<file path="src/rtl/conv_pkg.sv">
// Shared types and constants for the convolver column controller.
package conv_pkg;

  localparam int STATE_W = 3;
  localparam int COL_W   = 12;

  typedef enum logic [STATE_W-1:0] {
    ST_IDLE   = 3'd0,
    ST_LOAD_K = 3'd1,
    ST_RUN    = 3'd2,
    ST_FLUSH  = 3'd3,
    ST_DRAIN  = 3'd4,
    ST_DONE   = 3'd5
  } conv_state_e;

  localparam logic [COL_W-1:0] COL_ZERO   = 12'd0;
  localparam logic [COL_W-1:0] COL_ONE    = 12'd1;
  // Kernel is three columns; the first image result needs three columns in the window.
  localparam logic [COL_W-1:0] K_LAST     = 12'd2;
  localparam logic [COL_W-1:0] FIRST_PROD = 12'd3;

  function automatic logic [15:0] sat_inc16(input logic [15:0] v);
    logic [15:0] r;
    if (v == 16'hFFFF) begin
      r = v;
    end else begin
      r = v + 16'd1;
    end
    return r;
  endfunction

endpackage

</file>
<file path="src/rtl/conv_ctrl.sv">
// Column-stream controller for a 3x3 convolver: kernel load, strip scan, flush and result drain.
// Optional stall counter port enabled with `define CONV_CTRL_STALL_CNT_EN.
module conv_ctrl
  import conv_pkg::*;
#(
  parameter int BIT_LEN    = 8,
  parameter int CONV_LPOS  = 13,
  parameter int IMG_W      = 16,
  parameter int IMG_STRIPS = 8
) (
  input  logic                   CLK100MHZ,
  input  logic                   i_reset_n,
  input  logic                   i_start,
  input  logic                   i_cmd_kernel,
  input  logic [3*BIT_LEN-1:0]   s_data,
  input  logic                   s_valid,
  output logic                   s_ready,
  output logic [BIT_LEN-1:0]     o_conv_dato0,
  output logic [BIT_LEN-1:0]     o_conv_dato1,
  output logic [BIT_LEN-1:0]     o_conv_dato2,
  output logic                   o_conv_selecK_I,
  output logic                   o_conv_valid,
  input  logic [CONV_LPOS-1:0]   i_conv_data,
  output logic [CONV_LPOS-1:0]   m_data,
  output logic                   m_valid,
  input  logic                   m_ready,
  output logic                   o_busy,
  output logic                   o_done
`ifdef CONV_CTRL_STALL_CNT_EN
  ,
  output logic [15:0]            o_stall_cnt
`endif
);

  localparam logic [COL_W-1:0] COL_LAST   = COL_W'(IMG_W - 1);
  localparam logic [COL_W-1:0] COL_FLUSH  = COL_W'(IMG_W);
  localparam logic [COL_W-1:0] STRIP_LAST = COL_W'(IMG_STRIPS - 1);

  conv_state_e            state_q, state_d;
  logic [COL_W-1:0]       col_q, col_d;
  logic [COL_W-1:0]       strip_q, strip_d;
  logic                   m_valid_q, m_valid_d;

  logic                   beat_ok_s;
  logic                   s_ready_s;
  logic                   conv_valid_s;
  logic                   selk_s;
  logic [3*BIT_LEN-1:0]   dato_s;
  logic                   produce_s;

  // A beat may only happen when the result slot is free or being emptied this cycle.
  assign beat_ok_s = !m_valid_q || m_ready;

  // State and counter registers.
  always_ff @(posedge CLK100MHZ or negedge i_reset_n) begin
    if (!i_reset_n) begin
      state_q   <= ST_IDLE;
      col_q     <= COL_ZERO;
      strip_q   <= COL_ZERO;
      m_valid_q <= 1'b0;
    end else begin
      state_q   <= state_d;
      col_q     <= col_d;
      strip_q   <= strip_d;
      m_valid_q <= m_valid_d;
    end
  end

  // Next-state and counter update.
  always_comb begin
    state_d = state_q;
    col_d   = col_q;
    strip_d = strip_q;
    case (state_q)
      ST_IDLE: begin
        col_d   = COL_ZERO;
        strip_d = COL_ZERO;
        if (i_start) begin
          state_d = i_cmd_kernel ? ST_LOAD_K : ST_RUN;
        end else begin
          state_d = ST_IDLE;
        end
      end
      ST_LOAD_K: begin
        if (conv_valid_s) begin
          if (col_q == K_LAST) begin
            col_d   = COL_ZERO;
            state_d = ST_RUN;
          end else begin
            col_d = col_q + COL_ONE;
          end
        end else begin
          col_d = col_q;
        end
      end
      ST_RUN: begin
        if (conv_valid_s) begin
          if (col_q == COL_LAST) begin
            col_d   = COL_FLUSH;
            state_d = ST_FLUSH;
          end else begin
            col_d = col_q + COL_ONE;
          end
        end else begin
          col_d = col_q;
        end
      end
      ST_FLUSH: begin
        if (conv_valid_s) begin
          col_d = COL_ZERO;
          if (strip_q == STRIP_LAST) begin
            strip_d = COL_ZERO;
            state_d = ST_DRAIN;
          end else begin
            strip_d = strip_q + COL_ONE;
            state_d = ST_RUN;
          end
        end else begin
          col_d = col_q;
        end
      end
      ST_DRAIN: begin
        if (!m_valid_q) begin
          state_d = ST_DONE;
        end else begin
          state_d = ST_DRAIN;
        end
      end
      ST_DONE: begin
        state_d = ST_IDLE;
      end
      default: begin
        state_d = ST_IDLE;
        col_d   = COL_ZERO;
        strip_d = COL_ZERO;
      end
    endcase
  end

  // Convolver handshake and upstream ready decode.
  always_comb begin
    s_ready_s    = 1'b0;
    conv_valid_s = 1'b0;
    selk_s       = 1'b1;
    dato_s       = '0;
    case (state_q)
      ST_LOAD_K: begin
        s_ready_s    = beat_ok_s;
        conv_valid_s = s_valid && beat_ok_s;
        selk_s       = 1'b0;
        dato_s       = conv_valid_s ? s_data : '0;
      end
      ST_RUN: begin
        s_ready_s    = beat_ok_s;
        conv_valid_s = s_valid && beat_ok_s;
        dato_s       = conv_valid_s ? s_data : '0;
      end
      ST_FLUSH: begin
        // Zero column pushes the last window of the strip out of the convolver.
        conv_valid_s = beat_ok_s;
      end
      default: begin
        s_ready_s    = 1'b0;
        conv_valid_s = 1'b0;
      end
    endcase
  end

  // Image beats from index 3 on complete a window whose result registers next cycle.
  assign produce_s = conv_valid_s && selk_s && (col_q >= FIRST_PROD);

  always_comb begin
    if (produce_s) begin
      m_valid_d = 1'b1;
    end else if (m_ready) begin
      m_valid_d = 1'b0;
    end else begin
      m_valid_d = m_valid_q;
    end
  end

`ifdef CONV_CTRL_STALL_CNT_EN
  logic [15:0] stall_q, stall_d;

  always_comb begin
    if ((state_q == ST_IDLE) && i_start) begin
      stall_d = 16'd0;
    end else if (((state_q == ST_RUN) || (state_q == ST_FLUSH)) && !conv_valid_s) begin
      stall_d = sat_inc16(stall_q);
    end else begin
      stall_d = stall_q;
    end
  end

  // Stall counter register.
  always_ff @(posedge CLK100MHZ or negedge i_reset_n) begin
    if (!i_reset_n) begin
      stall_q <= 16'd0;
    end else begin
      stall_q <= stall_d;
    end
  end

  assign o_stall_cnt = stall_q;
`endif

  assign s_ready         = s_ready_s;
  assign o_conv_valid    = conv_valid_s;
  assign o_conv_selecK_I = selk_s;
  assign o_conv_dato0    = dato_s[BIT_LEN-1:0];
  assign o_conv_dato1    = dato_s[2*BIT_LEN-1:BIT_LEN];
  assign o_conv_dato2    = dato_s[3*BIT_LEN-1:2*BIT_LEN];
  assign m_data          = i_conv_data;
  assign m_valid         = m_valid_q;
  assign o_busy          = (state_q != ST_IDLE);
  assign o_done          = (state_q == ST_DONE);

endmodule

</file>
<file path="config.mk">
export PLATFORM = sky130hd
export DESIGN_NAME = conv_ctrl
export DESIGN_NICKNAME = d
export VERILOG_FILES = /design/src/rtl/conv_pkg.sv /design/src/rtl/conv_ctrl.sv
export SDC_FILE = /design/constraint.sdc
export NUM_CORES = 1
export LEC_CHECK = 0
export CAP_MARGIN = 20
export CORE_MARGIN = 5
export CORE_UTILIZATION = 43
export CTS_CLUSTER_DIAMETER = 100
export CTS_CLUSTER_SIZE = 28
export DETAILED_ROUTE_END_ITERATION = 16
export GPL_ROUTABILITY_DRIVEN = 0
export GPL_TIMING_DRIVEN = 0
export PLACE_DENSITY_LB_ADDON = 0.25
export SLEW_MARGIN = 15
export SYNTH_ARGS = -nofsm -noshare
export SYNTH_HDL_FRONTEND = slang
export SYNTH_SLANG_ARGS = --single-unit
</file>
<file path="constraint.sdc">
create_clock -name CLK100MHZ -period 2.3 [get_ports CLK100MHZ]
set_input_delay 0.69 -clock CLK100MHZ [delete_from_list [all_inputs] [get_ports CLK100MHZ]]
set_output_delay 0.69 -clock CLK100MHZ [all_outputs]
set_load 0.01 [all_outputs]
</file>
---- Word-level counts from Yosys, hierarchy flattened ----
Index checks and enable logic that the tools add are counted.
cells by class
  add/subtract/negate cells ............... 2
  order comparisons ....................... 1
  equal/unequal tests ..................... 13
  muxes and demuxes ....................... 26
  bitwise gates (word level) .............. 2
  reductions and logical operators ........ 14
operator list
  operator               count
  $mux 12                7
  $mux 24                2
  $pmux 12 s4            1
  $add 12x1->12 const B  2
  $pmux 12 s2            1
  $mux 3                 6
  $pmux 3 s5             1
  $eq 12x2->1 const B    1
  $eq 12x3->1 const B    1
  $eq 12x4->1 const B    1
  $ge 12x2->1 const B    1
  $ne 2x2->1 const B     5
  $eq 3x2->1 const B     2
  $eq 3x3->1 const B     2
  $mux 1                 5
  $reduce_and 5->1       1
  $mux 2                 2
  $reduce_and 4->1       1
  $reduce_or 2->1        2
  $reduce_or 4->1        1
  $eq 3x1->1 const B     1
  $logic_and 1x1->1      3
  $logic_not 3->1        1
  $reduce_bool 3->1      1
  6 further kinds        7
word-level totals
  register bits ........................... 28
  output and inout port bits .............. 43
  logic and storage cells ................. 62

---- Longest topological paths before layout ----
Gate-level depths: netlist of the first run.
  depth after elaboration ................. 7
  gate-level depth with buffers ........... 7

---- Worst setup path after synthesis of the first run ----
OpenSTA, ideal clock, no wires.
  kind .................................... reg2out
  start ................................... register state_q[0]
  end ..................................... output port o_conv_dato1[6]
  arrival ................................. 1.502 ns
  data required time ...................... 1.610 ns
  path slack .............................. 0.108 ns
  cell stages (with the launch flop) ...... 7
  path buffers ............................ 2
  cell sequence ........................... dfrtp_1 -> buf_4 -> xor2_1 -> nand2b_1 -> nor3b_2 -> clkbuf_1 -> and2_1
between the ends
  word-level cells in the longest chain between the ends .. 3
  elaborated cells between the ends (all ways) .. 4
RTL lines
  element                                   RTL line          text
  from (decl)                               conv_ctrl.sv:39   conv_state_e state_q, state_d;
  from (signal assigned)                    conv_ctrl.sv:62   state_q <= state_d;
  $eq 3x2->1 or $eq 3x1->1 (tied branches)  conv_ctrl.sv:146  case (state_q)
  $reduce_or 2->1 (no line) (*)             n/a
  $mux 24 (*)                               n/a
  to (decl)                                 conv_ctrl.sv:19   output logic [BIT_LEN-1:0] o_conv_dato1,
Mark *: on every way between the ends. The rest lies on a longest branch, timed or not.

---- Final worst setup path of the first run ----
  start ................................... register state_q[0]
  end ..................................... output port o_conv_dato1[3]
Same word-level chain as after synthesis.

==> key figures, run 1 <==
STA
  • Fin worst setup slack: -0.2597 ns
  • Worst hold slack: approximately 0.42 ns
  • Slew headroom: a little over half
  • Final setup vio count: 25
  • RSZ-0062 raised after global routing: true
  • Fin. max-slew vios: 0
  • Setup TNS: -4.825 ns
  • Hold Vio Cnt, Final: 0
  • Fin Clk Skew: between 0.01 and 0.015 ns
  • Tmin final: around 2.6 ns
  • Tcrit/Tclk final: 111.3%
  • Fmax: a little under 400 MHz
  • Measured slew at the worst slew-check pin: 0.6796 ns

Clock tree
  • H-tree Lvls: 1
  • Reg clk slew, reported paths: ~0.1 ns
  • Clock latency on the worst-skew pair: 0.28 ns
  • Num CTS Buffers: 3
  • CTS max path bufs: 2
  • CTS tree: yes
  • CTS hold repair buffers: 0
  • Clock Sinks: 28
  • CTS root buf: clkbuf_8

GRT
  • Initial antenna violation count: 0
  • Total track usage: 19.42%
  • Total gr overflow: 0
  • Largest net degree at the start of global routing: 29
  • First-pass GRT wire length: around 10 mm
  • Vias in the first global route: 2023

Final layout
  • Layout cells sized above 1: 32.06%
  • Area Overhead vs Synth: 53.78%
  • Combined area of the multi-input logic cells: between 1000 and 1500 um2
  • Reg area: 703.2 um2
  • Diodes inserted: 0
  • Non-filler cells in the finished layout: around 390
  • Fillers: between 300 and 400
  • Layout Nets: approximately 390

Floorplanning
  • Chip height: 79.12 um
  • Initial Utilization: 43.79%
  • # rows: 25
  • Die footprint: ~6300 um2
  • Core box area: between 4000 and 5000 um2
  • I/O pin total: 86
  • Die W: around 80 um

Synthesis
  • Mapped Area: around 2100 um2
  • Syn. warnings: 0
  • Share of the synthesized area in the top cell type: 34.10%
  • Post-synth EDFFs: 0
  • Async S/R FF share, synth: between 90% and 100%
  • Post-synthesis cell type count: 52
  • Syn_area_per_cell: ~8.5 um2
  • Area contributors post-synth: dfrtp_1, and2_1, buf_4, nor2_1, nand2_1
  • Synth Flop Type: dfrtp_1
  • Synth cell count leaders: dfrtp_1, and2_1, nor2_1
  • Cell with the most instances after synthesis: dfrtp_1
  • Post-synth top area cell: dfrtp_1
  • Seq/Total Area, Yosys: about a third
  • Syn Nets: 289
  • #FFs+latches synth: 28
  • Syn Inst Count: roughly 240

Drt
  • WL per Instance: roughly 15 um
  • Routed WL: approximately 6 mm
  • Detail Route Antenna Nets: 0
  • Via count: approximately 2100
  • TritonRoute pass-1 iters: 4
  • Vias per inst: 5.348
  • Initial drt markers: 84
  • DRC: 0

Pwr
  • Power Density: 1036 nW/um2
  • VDD IR max: ~0.49 mV
  • LEAKAGE: between 1 and 1.5 nW

Placement
  • Final HPWL DP: 4.305 mm
  • Placed cell count: between 300 and 400
  • Port Buf Inserts: between 70 and 80

Job
  • Max_cap viols: 0

Setup path
  • Levels on crit path: 9
  • Critical Path RT: 1.61 ns
  • Top cell family by delay on the critical path: buffers and inverters
  • CP most frequent cell: buf_6
  • Setup crit start kind: flop
  • Crit-path cells: xor2_1 > nand2b_2 > nor3b_4 > buf_6 > buf_6 > buf_6 > buf_6 > and2_4 > buf_6
  • Element type at the critical path end: output port
  • CP arrival: around 1.9 ns
  • Crit Path Max Fanout: 5
  • CP max stage cell: dfrtp_2
  • Critical path class: reg2out
  • CP bufs+invs: 5
  • Number of cells on the worst reg-to-reg path: 7
  • Max incr delay on CP: between 0.4 and 0.5 ns

Outcome
  • Outcome: finished, violations left
  • Failing checks: negative setup slack

Hold path
  • Worst Hold Class: in2async
==> per-layer routing <==
metal,vias to the layer above,GRT usage [%],wire [um]
li1,1050,-,-
met1,1007,23.01,2432
met2,42,35.77,3211
met3,8,3.741,246
met4,0,4.811,75
met5,-,0,0
==> cell type report <==
| type | instances | share of cell area [%] |
|---|---|---|
| sequential | 28 | 22.26 |
| inverter | 7 | 0.8317 |
| timing repair buffer | 93 | 27.45 |
| tap | 54 | 2.139 |
| clock buffer | 3 | 1.307 |
| clock inverter | 1 | 0.9505 |
| buffer | 20 | 4.713 |
| multi-input combinational | 188 | 40.36 |
==> path summary, 6_finish.rpt <==
kind / endpoint / start / slack (ns)
worst max-delay path: o_conv_dato1[3] / state_q[0] / -0.26
worst min register to register: strip_q[10] / strip_q[10] / 0.52
worst max register to register: col_q[10] / state_q[0] / 0.13
min in group CLK100MHZ: strip_q[10] / strip_q[10] / 0.52
max in group asynchronous: state_q[2] / i_reset_n / 1.44
worst min-delay path: m_valid / i_reset_n / 0.42
==> cells in the final DEF (no fill, tap or decap), types with 4 or more instances in the layout <==
| cell type | Yosys | layout |
|---|---|---|
| and2_1 | 25 | 12 |
| and2_4 | 0 | 13 |
| buf_6 | 0 | 25 |
| inv_1 | 7 | 6 |
| a22o_1 | 6 | 6 |
| nand2_1 | 17 | 17 |
| nor3_1 | 8 | 8 |
| o31ai_1 | 5 | 5 |
| clkdlybuf4s50_1 | 0 | 40 |
| clkbuf_8 | 0 | 4 |
| o21ai_1 | 10 | 10 |
| buf_2 | 1 | 14 |
| nand4_1 | 4 | 4 |
| nor2_1 | 25 | 25 |
| o21ai_0 | 8 | 8 |
| buf_4 | 14 | 23 |
| xnor2_1 | 5 | 5 |
| a21oi_1 | 8 | 8 |
| nor3b_1 | 5 | 5 |
| nand3_1 | 8 | 8 |
| dfrtp_1 | 28 | 26 |
| a21o_1 | 5 | 5 |
==> through the flow <==
stage	worst slack, ns	power, mW	utilization [%]	area (um2)
after global placement	-1.068	2.309	60.59	2843
final	-0.2597	3.272	67.33	3159
after CTS	-0.3433	3.059	64.61	3032
after detailed placement	-1.118	2.342	60.48	2838
after floorplan	0.1079	1.669	-	2054
after global routing	-0.3218	3.503	67.33	3159
==> registers in the layout (all words and copies together) (netlist names) <==
| name | cells |
|---|---|
| state_q | 3 |
| m_valid | 1 |
| col_q | 12 |
| strip_q | 12 |
==> power breakdown <==
part           total, mW  leakage (nW)  switching [mW]  internal, mW
clock network      0.391        0.0357           0.158         0.233
registers          0.621         0.379          0.0662         0.555
logic               2.26          1.02            1.08          1.17
total               3.27          1.43            1.31          1.96
==> cells by family (layout without fill, tap and decap cells) <==
group	count (synthesis)	count (layout)	synth area share (%)
AO/OA/AOI/OAI	54	54	17.97
XOR/XNOR	6	6	2.558
adder cells (fa/ha/maj)	3	3	1.827
buffers and inverters	28	124	7.734
flip-flops	28	28	34.10
multiplexers	1	1	0.7306
AND/OR/NAND/NOR	123	124	35.08
==> what timing repair did <==
action / 4_1_cts / 5_1_grt
pin swaps: 17 / 9
gates resized for setup: 143 / 33
gates cloned: 3 / 0
setup endpoints to repair: 30 / 29
hold endpoints to repair: 0 / 0
buffers inserted: 15 / 5
(Power assumes the default switching activity.)
==> inputs of run 2 (changes only) <==
Settings changed: CORE_MARGIN 5 to 2.
==> run 2 against run 1 <==
Against the previous run:
- the run still ends with negative setup slack left
- worst hold slack about the same
- global-route usage increased by 2.3 points
- sequential power about the same
- clock skew decreased by 0.0075 ns
- final cell count decreased by 2.3%
- critical path depth decreased by 2
- via count decreased by 2.8%
- fmax increased by 0.20%
- critical endpoint is now o_conv_dato1[4]
==> key figures, run 2 (synthesis gave the netlist of run 1 again) <==
Pwr
  • Clk pwr share: 13.5% (was 12.0%)
  • NetSw: 1.197 mW (was 1.309 mW)
  • Register share of total power: 21.2% (was 19.0%)
  • Int Power: 1.736 mW (was 1.963 mW)
  • Power Density: 978.7 nW/um2 (was 1036 nW/um2)
  • VDD IR max: 0.4233 mV (was 0.4869 mV)
  • LEAKAGE: 1.369 nW (was 1.431 nW)
  • Sw Ratio: 40.81% (was 40.01%)
  • Comb pwr share: 65.4% (was 69.1%)

Setup path
  • FF-to-FF setup slack: 0.14 ns (was 0.13 ns)
  • Crit-path cells: dlygate4sd2_1 > nor2b_4 > nor3b_4 > buf_2 > buf_6 > and2_1 > buf_2 (was xor2_1 > nand2b_2 > nor3b_4 > buf_6 > buf_6 > buf_6 > buf_6 > and2_4 > buf_6)
  • Setup crit start kind: input pin (was flop)
  • CP bufs+invs: 4 (was 5)
  • Top cell family by delay on the critical path: buffers and inverters (unchanged)
  • CP max stage cell: nor3b_4 (was dfrtp_2)
  • Element type at the critical path end: output port (unchanged)
  • CP arrival: 1.86 ns (was 1.87 ns)
  • Crit Path Max Fanout: 6 (was 5)
  • Number of cells on the worst reg-to-reg path: 7 (unchanged)
  • Max incr delay on CP: 0.30 ns (was 0.44 ns)
  • Reg2reg start: col_q[0] (was state_q[0])
  • CP most frequent cell: buf_2 (was buf_6)
  • Critical path class: in2out (was reg2out)
  • Critical Path RT: 1.61 ns (about the same)
  • R2r endpoint: state_q[1] (was col_q[10])

Clock tree
  • CTS max path bufs: 2 (unchanged)
  • Clock latency on the worst-skew pair: 0.28 ns (about the same)
  • Clock Sinks: 28 (unchanged)
  • CTS root buf: clkbuf_8 (unchanged)
  • Num CTS Buffers: 3 (unchanged)
  • Reg clk slew, reported paths: 0.10 ns (about the same)
  • CTS tree: yes (unchanged)
  • H-tree Lvls: 1 (unchanged)
  • CTS hold repair buffers: 0 (unchanged)

Placement
  • Placed Area: 2838 um2 (unchanged)
  • Port Buf Inserts: 72 (unchanged)
  • Place WS: -1.088 ns (was -1.118 ns)
  • Final HPWL DP: 3.960 mm (was 4.305 mm)
  • Placed cell count: 369 (unchanged)

Outcome
  • Outcome: finished, violations left (unchanged)
  • Failing checks: negative setup slack (unchanged)

GRT
  • Largest net degree at the start of global routing: 29 (unchanged)
  • First-pass GRT wire length: 9.252 mm (was 9.729 mm)
  • Total gr overflow: 0 (unchanged)
  • Total track usage: 21.75% (was 19.42%)
  • Vias in the first global route: 2028 (was 2023)
  • Initial antenna violation count: 0 (unchanged)

STA
  • Fin. max-slew vios: 0 (unchanged)
  • Measured slew at the worst slew-check pin: 0.6599 ns (was 0.6796 ns)
  • Tmin final: 2.555 ns (was 2.560 ns)
  • Slew headroom: 55.74% (was 54.42%)
  • RSZ-0062 raised after global routing: true (unchanged)
  • Fmax: 391.5 MHz (was 390.7 MHz)
  • Tcrit/Tclk final: 111.1% (was 111.3%)
  • Final setup vio count: 25 (unchanged)
  • Fin worst setup slack: -0.2545 ns (was -0.2597 ns)
  • Hold Vio Cnt, Final: 0 (unchanged)
  • Fin Clk Skew: 0.004245 ns (was 0.01170 ns)

Floorplanning
  • # rows: 25 (unchanged)
  • Die footprint: 5347 um2 (was 6260 um2)
  • Core box area: 4661 um2 (was 4692 um2)
  • Initial Utilization: 44.08% (was 43.79%)
  • Chip height: 73.12 um (was 79.12 um)
  • I/O pin total: 86 (unchanged)
  • Die W: 73.12 um (was 79.12 um)

Job
  • Max_cap viols: 0 (unchanged)

Final layout
  • Diodes inserted: 0 (unchanged)
  • Biggest regs: col_q x12, strip_q x12, state_q x3 (unchanged)
  • Most common cell after layout, fill and taps aside: clkdlybuf4s50_1 (unchanged)
  • Non-filler cells in the finished layout: 385 (was 394)
  • Layout Nets: 378 (was 387)
  • Layout cells sized above 1: 28.10% (was 32.06%)
  • Commonest non-fill, non-tap cells in the layout: clkdlybuf4s50_1, dfrtp_1, nor2_1 (was clkdlybuf4s50_1, dfrtp_1, buf_6, nor2_1, buf_4)
  • Final Cell Area: 2997 um2 (was 3159 um2)
  • Area Overhead vs Synth: 45.86% (was 53.78%)

Drt
  • Vias per inst: 5.319 (was 5.348)
  • Routed WL: 5.395 mm (was 5.965 mm)
  • TritonRoute pass-1 iters: 4 (unchanged)
  • Initial drt markers: 110 (was 84)
  • Detail Route Antenna Nets: 0 (unchanged)
  • DRC: 0 (unchanged)
  • WL per Instance: 14.01 um (was 15.14 um)
  • Via count: 2048 (was 2107)

Hold path
  • Worst Hold Class: in2async (unchanged)
-- run 2: how the worst max path moves through the flow --
stage	depth (start not counted)	startpoint	slack [ns]	endpoint
after floorplan	6	state_q[0]	0.11	o_conv_dato1[6]
after global placement	6	m_ready	-1.10	o_conv_dato2[4]
after detailed placement	6	m_ready	-1.09	o_conv_dato1[6]
after CTS	7	state_q[0]	-0.23	o_conv_dato1[1]
after global routing	7	state_q[0]	-0.36	o_conv_dato1[4]
final	7	m_ready	-0.25	o_conv_dato1[4]
-- run 2: final cells by class --
cell class	instances	area [um2]
Buffer	20	136.4
Clock buffer	3	41.29
Clock inverter	1	30.03
Fill cell	394	1664
Inverter	7	26.28
Multi-Input combinational cell	187	1234
Sequential cell	28	703.2
Tap cell	54	67.56
Timing Repair Buffer	85	758.2
-- run 2: worst register-to-register path, stage by stage, from the launching register on --
cell and delay (ns):
dfrtp_1 0.42, inv_1 0.10, ha_1 0.15, or3b_1 0.36, o22ai_1 0.23, a21oi_2 0.17, or2_4 0.30, o31a_1 0.32
-- run 2: per-layer routing --
layer | vias to the layer above | wire length, um | track usage, %
met2 | 35 | 2874 | 40.74
met3 | 6 | 138 | 3.177
li1 | 1034 | - | -
met4 | 0 | 38 | 3.086
met5 | - | 0 | 0
met1 | 973 | 2344 | 26.66
-- run 2: power by group through the flow --
stage | Sequential, mW | Combinational [mW] | Clock, mW
6_report | 0.621 | 1.92 | 0.394
4_1_cts | 0.618 | 1.87 | 0.409
2_1_floorplan | 0.613 | 1.06 | 0
5_1_grt | 0.630 | 2.11 | 0.431
3_5_place_dp | 0.624 | 1.69 | 0
3_3_place_gp | 0.620 | 1.68 | 0
-- run 2: what timing repair did --
item,CTS,global route
gates resized for setup,138,16
setup endpoints to repair,28,27
endpoints found under the hold margin,0,0
setup buffers,11,0
gates cloned,2,0
pin swaps,24,1
-- run 2: through the flow --
stage	power, mW	hold slack (ns)	utilization (%)	setup TNS (ns)
6_report	2.933	0.4168	64.30	-4.791
2_1_floorplan	1.669	0.3944	-	0
3_5_place_dp	2.317	0.4982	60.89	-28.57
4_1_cts	2.893	0.4311	63.54	-4.456
5_1_grt	3.167	0.4622	64.30	-7.521
3_3_place_gp	2.304	0.5009	60.99	-28.65
==> inputs of run 3 (changes only) <==
Clock period 2.3 ns to 2.4 ns, I/O delays scaled along.
==> run 3 against run 2 <==
Against the previous run:
- the run still ends with negative setup slack left
- die area did not move
- sequential power fell by 4.2%
- global-route usage rose by 0.23 points
- core utilization rose by 0.13 points
- register-to-register slack improved by 0.11 ns
- via count rose by 0.93%
- combinational power fell by 4%
- worst hold slack improved by 0.022 ns
- critical path depth did not move
- routed wire length rose by 1.4%
- critical path type unchanged
- largest cell class unchanged
- highest routed layer unchanged
==> key figures, run 3 (synthesis gave the netlist of run 1 again) <==
Outcome
  • Outcome: finished, violations left (unchanged)
  • Failing checks: negative setup slack (unchanged)

Drt
  • Detail Route Antenna Nets: 0 (unchanged)
  • TritonRoute pass-1 iters: 4 (unchanged)
  • Initial drt markers: 103 (was 110)
  • Vias per inst: 5.355 (was 5.319)
  • DRC: 0 (unchanged)
  • Via count: 2067 (was 2048)
  • WL per Instance: 14.17 um (was 14.01 um)
  • Routed WL: 5.470 mm (was 5.395 mm)

Final layout
  • Layout Nets: 379 (was 378)
  • Area Overhead vs Synth: 46.16% (was 45.86%)
  • Core Util, Final: 64.43% (was 64.30%)
  • Layout cells sized above 1: 27.71% (was 28.10%)
  • Fillers: 392 (was 394)
  • Commonest non-fill, non-tap cells in the layout: clkdlybuf4s50_1, dfrtp_1, nor2_1 (unchanged)
  • Biggest regs: col_q x12, strip_q x12, state_q x3 (unchanged)
  • Non-filler cells in the finished layout: 386 (was 385)
  • Most common cell after layout, fill and taps aside: clkdlybuf4s50_1 (unchanged)
  • Diodes inserted: 0 (unchanged)

Clock tree
  • CTS root buf: clkbuf_8 (unchanged)
  • H-tree Lvls: 1 (unchanged)
  • Clock latency on the worst-skew pair: 0.28 ns (about the same)
  • CTS tree: yes (unchanged)
  • Clock Sinks: 28 (unchanged)
  • CTS max path bufs: 2 (unchanged)
  • Reg clk slew, reported paths: 0.10 ns (about the same)
  • Num CTS Buffers: 3 (unchanged)
  • CTS hold repair buffers: 0 (unchanged)

GRT
  • Total track usage: 21.98% (was 21.75%)
  • Largest net degree at the start of global routing: 29 (unchanged)
  • First-pass GRT wire length: 9.335 mm (was 9.252 mm)
  • Initial antenna violation count: 0 (unchanged)
  • Total gr overflow: 0 (unchanged)
  • Vias in the first global route: 2038 (was 2028)

Setup path
  • R2r endpoint: state_q[1] (unchanged)
  • Reg2reg start: col_q[0] (unchanged)
  • Element type at the critical path end: output port (unchanged)
  • FF-to-FF setup slack: 0.25 ns (was 0.14 ns)
  • CP endpoint: o_conv_dato1[4] (unchanged)
  • Worst Setup SP: m_ready (unchanged)
  • Setup crit start kind: input pin (unchanged)
  • Number of cells on the worst reg-to-reg path: 7 (unchanged)
  • CP arrival: 1.88 ns (was 1.86 ns)
  • Crit Path Max Fanout: 6 (unchanged)
  • Critical Path RT: 1.68 ns (was 1.61 ns)
  • Critical path class: in2out (unchanged)

STA
  • Hold Vio Cnt, Final: 0 (unchanged)
  • Final setup vio count: 25 (unchanged)
  • Fmax: between 300 and 400 MHz
  • Fin. max-slew vios: 0 (unchanged)
  • Tmin final: 2.600 ns
  • Slew headroom: 55.37% (was 55.74%)
  • Fin worst setup slack: -0.1996 ns (was -0.2545 ns)
  • Worst hold slack: 0.4387 ns (was 0.4168 ns)
  • Tcrit/Tclk final: 108.3%
  • RSZ-0062 raised after global routing: true (unchanged)
  • Measured slew at the worst slew-check pin: 0.6654 ns (was 0.6599 ns)
  • Fin Clk Skew: 0.008601 ns (was 0.004245 ns)

Placement
  • Port Buf Inserts: 72 (unchanged)
  • Final HPWL DP: 3.960 mm (unchanged)
  • Placed cell count: 369 (unchanged)

Floorplanning
  • Core box area: 4661 um2 (unchanged)
  • I/O pin total: 86 (unchanged)
  • # rows: 25 (unchanged)
  • Initial Utilization: 44.08% (unchanged)
  • Die footprint: 5347 um2 (unchanged)
  • Die W: 73.12 um (unchanged)
  • Chip height: 73.12 um (unchanged)

Pwr
  • VDD IR max: 0.3935 mV (was 0.4233 mV)
  • Power Density: 937.9 nW/um2 (was 978.7 nW/um2)
  • Clk pwr share: 13.5% (about the same)
  • Comb pwr share: 65.3% (was 65.4%)
  • Sw Ratio: 40.89% (was 40.81%)
  • Pwr Total: 2.816 mW (was 2.933 mW)
  • Int Power: 1.665 mW (was 1.736 mW)
  • Register share of total power: 21.1% (was 21.2%)
  • LEAKAGE: 1.373 nW (was 1.369 nW)
  • NetSw: 1.152 mW (was 1.197 mW)

Hold path
  • Worst Hold Class: in2async (unchanged)

Job
  • Max_cap viols: 0 (unchanged)
-- run 3: cell types whose count changed in the layout (fill, tap and decap cells not counted), sizes merged --
cell / change
clkdlybuf4s15: -1
buf: +1
dlymetal6s2s: +1
-- run 3: per-stage QoR --
step,setup WS [ns],cell area [um2],setup TNS (ns)
finish,-0.1996,3003,-3.481
global route,-0.2876,3003,-5.756
CTS,-0.1593,2974,-2.706
detailed placement,-1.048,2838,-26.08
global placement,-1.058,2843,-26.20
floorplan,0.1540,2054,0
-- run 3: cell type report --
type	instances	area [um2]	share of cell area [%]
multi-input combinational	187	1234	41.08
timing repair buffer	86	768.2	25.58
sequential	28	703.2	23.42
buffer	20	132.6	4.417
tap	54	67.56	2.250
clock buffer	3	41.29	1.375
clock inverter	1	30.03	1.000
inverter	7	26.28	0.8750
-- run 3: timing repair --
item,CTS,global route
gates resized for setup,134,14
setup endpoints to repair,28,27
cloned,2,0
pin swaps,24,1
buffers inserted,12,0
-- run 3: worst min-delay path by stage --
stage,from,to,slack [ns],cells after the start
floorplan,i_reset_n,col_q[0],0.42,0
global placement,strip_q[10],strip_q[10],0.50,1
detailed placement,strip_q[10],strip_q[10],0.50,1
CTS,i_reset_n,strip_q[0],0.46,1
global route,i_reset_n,state_q[0],0.49,1
finish,i_reset_n,strip_q[6],0.44,1
-- run 3: power by group through the flow --
stage	Sequential (mW)	Combinational [mW]	Clock (mW)
3_5_place_dp	0.598	1.62	0
4_1_cts	0.592	1.80	0.392
2_1_floorplan	0.587	1.01	0
3_3_place_gp	0.594	1.61	0
5_1_grt	0.604	2.02	0.413
6_report	0.595	1.84	0.381
-- run 3: metal layers --
metal | vias to the layer above | global-route usage [%] | wire, um
li1 | 1034 | - | -
met1 | 976 | 27.00 | 2336
met2 | 51 | 41.14 | 2899
met3 | 6 | 3.177 | 197
met4 | 0 | 3.086 | 36
met5 | - | 0 | 0
-- run 3: critical path, cell delays in order --
cell and delay [ns]:
dlygate4sd2_1 0.26, nor2b_4 0.06, nor3b_4 0.30, buf_2 0.21, buf_6 0.09, and2_1 0.11
buf_2 0.13
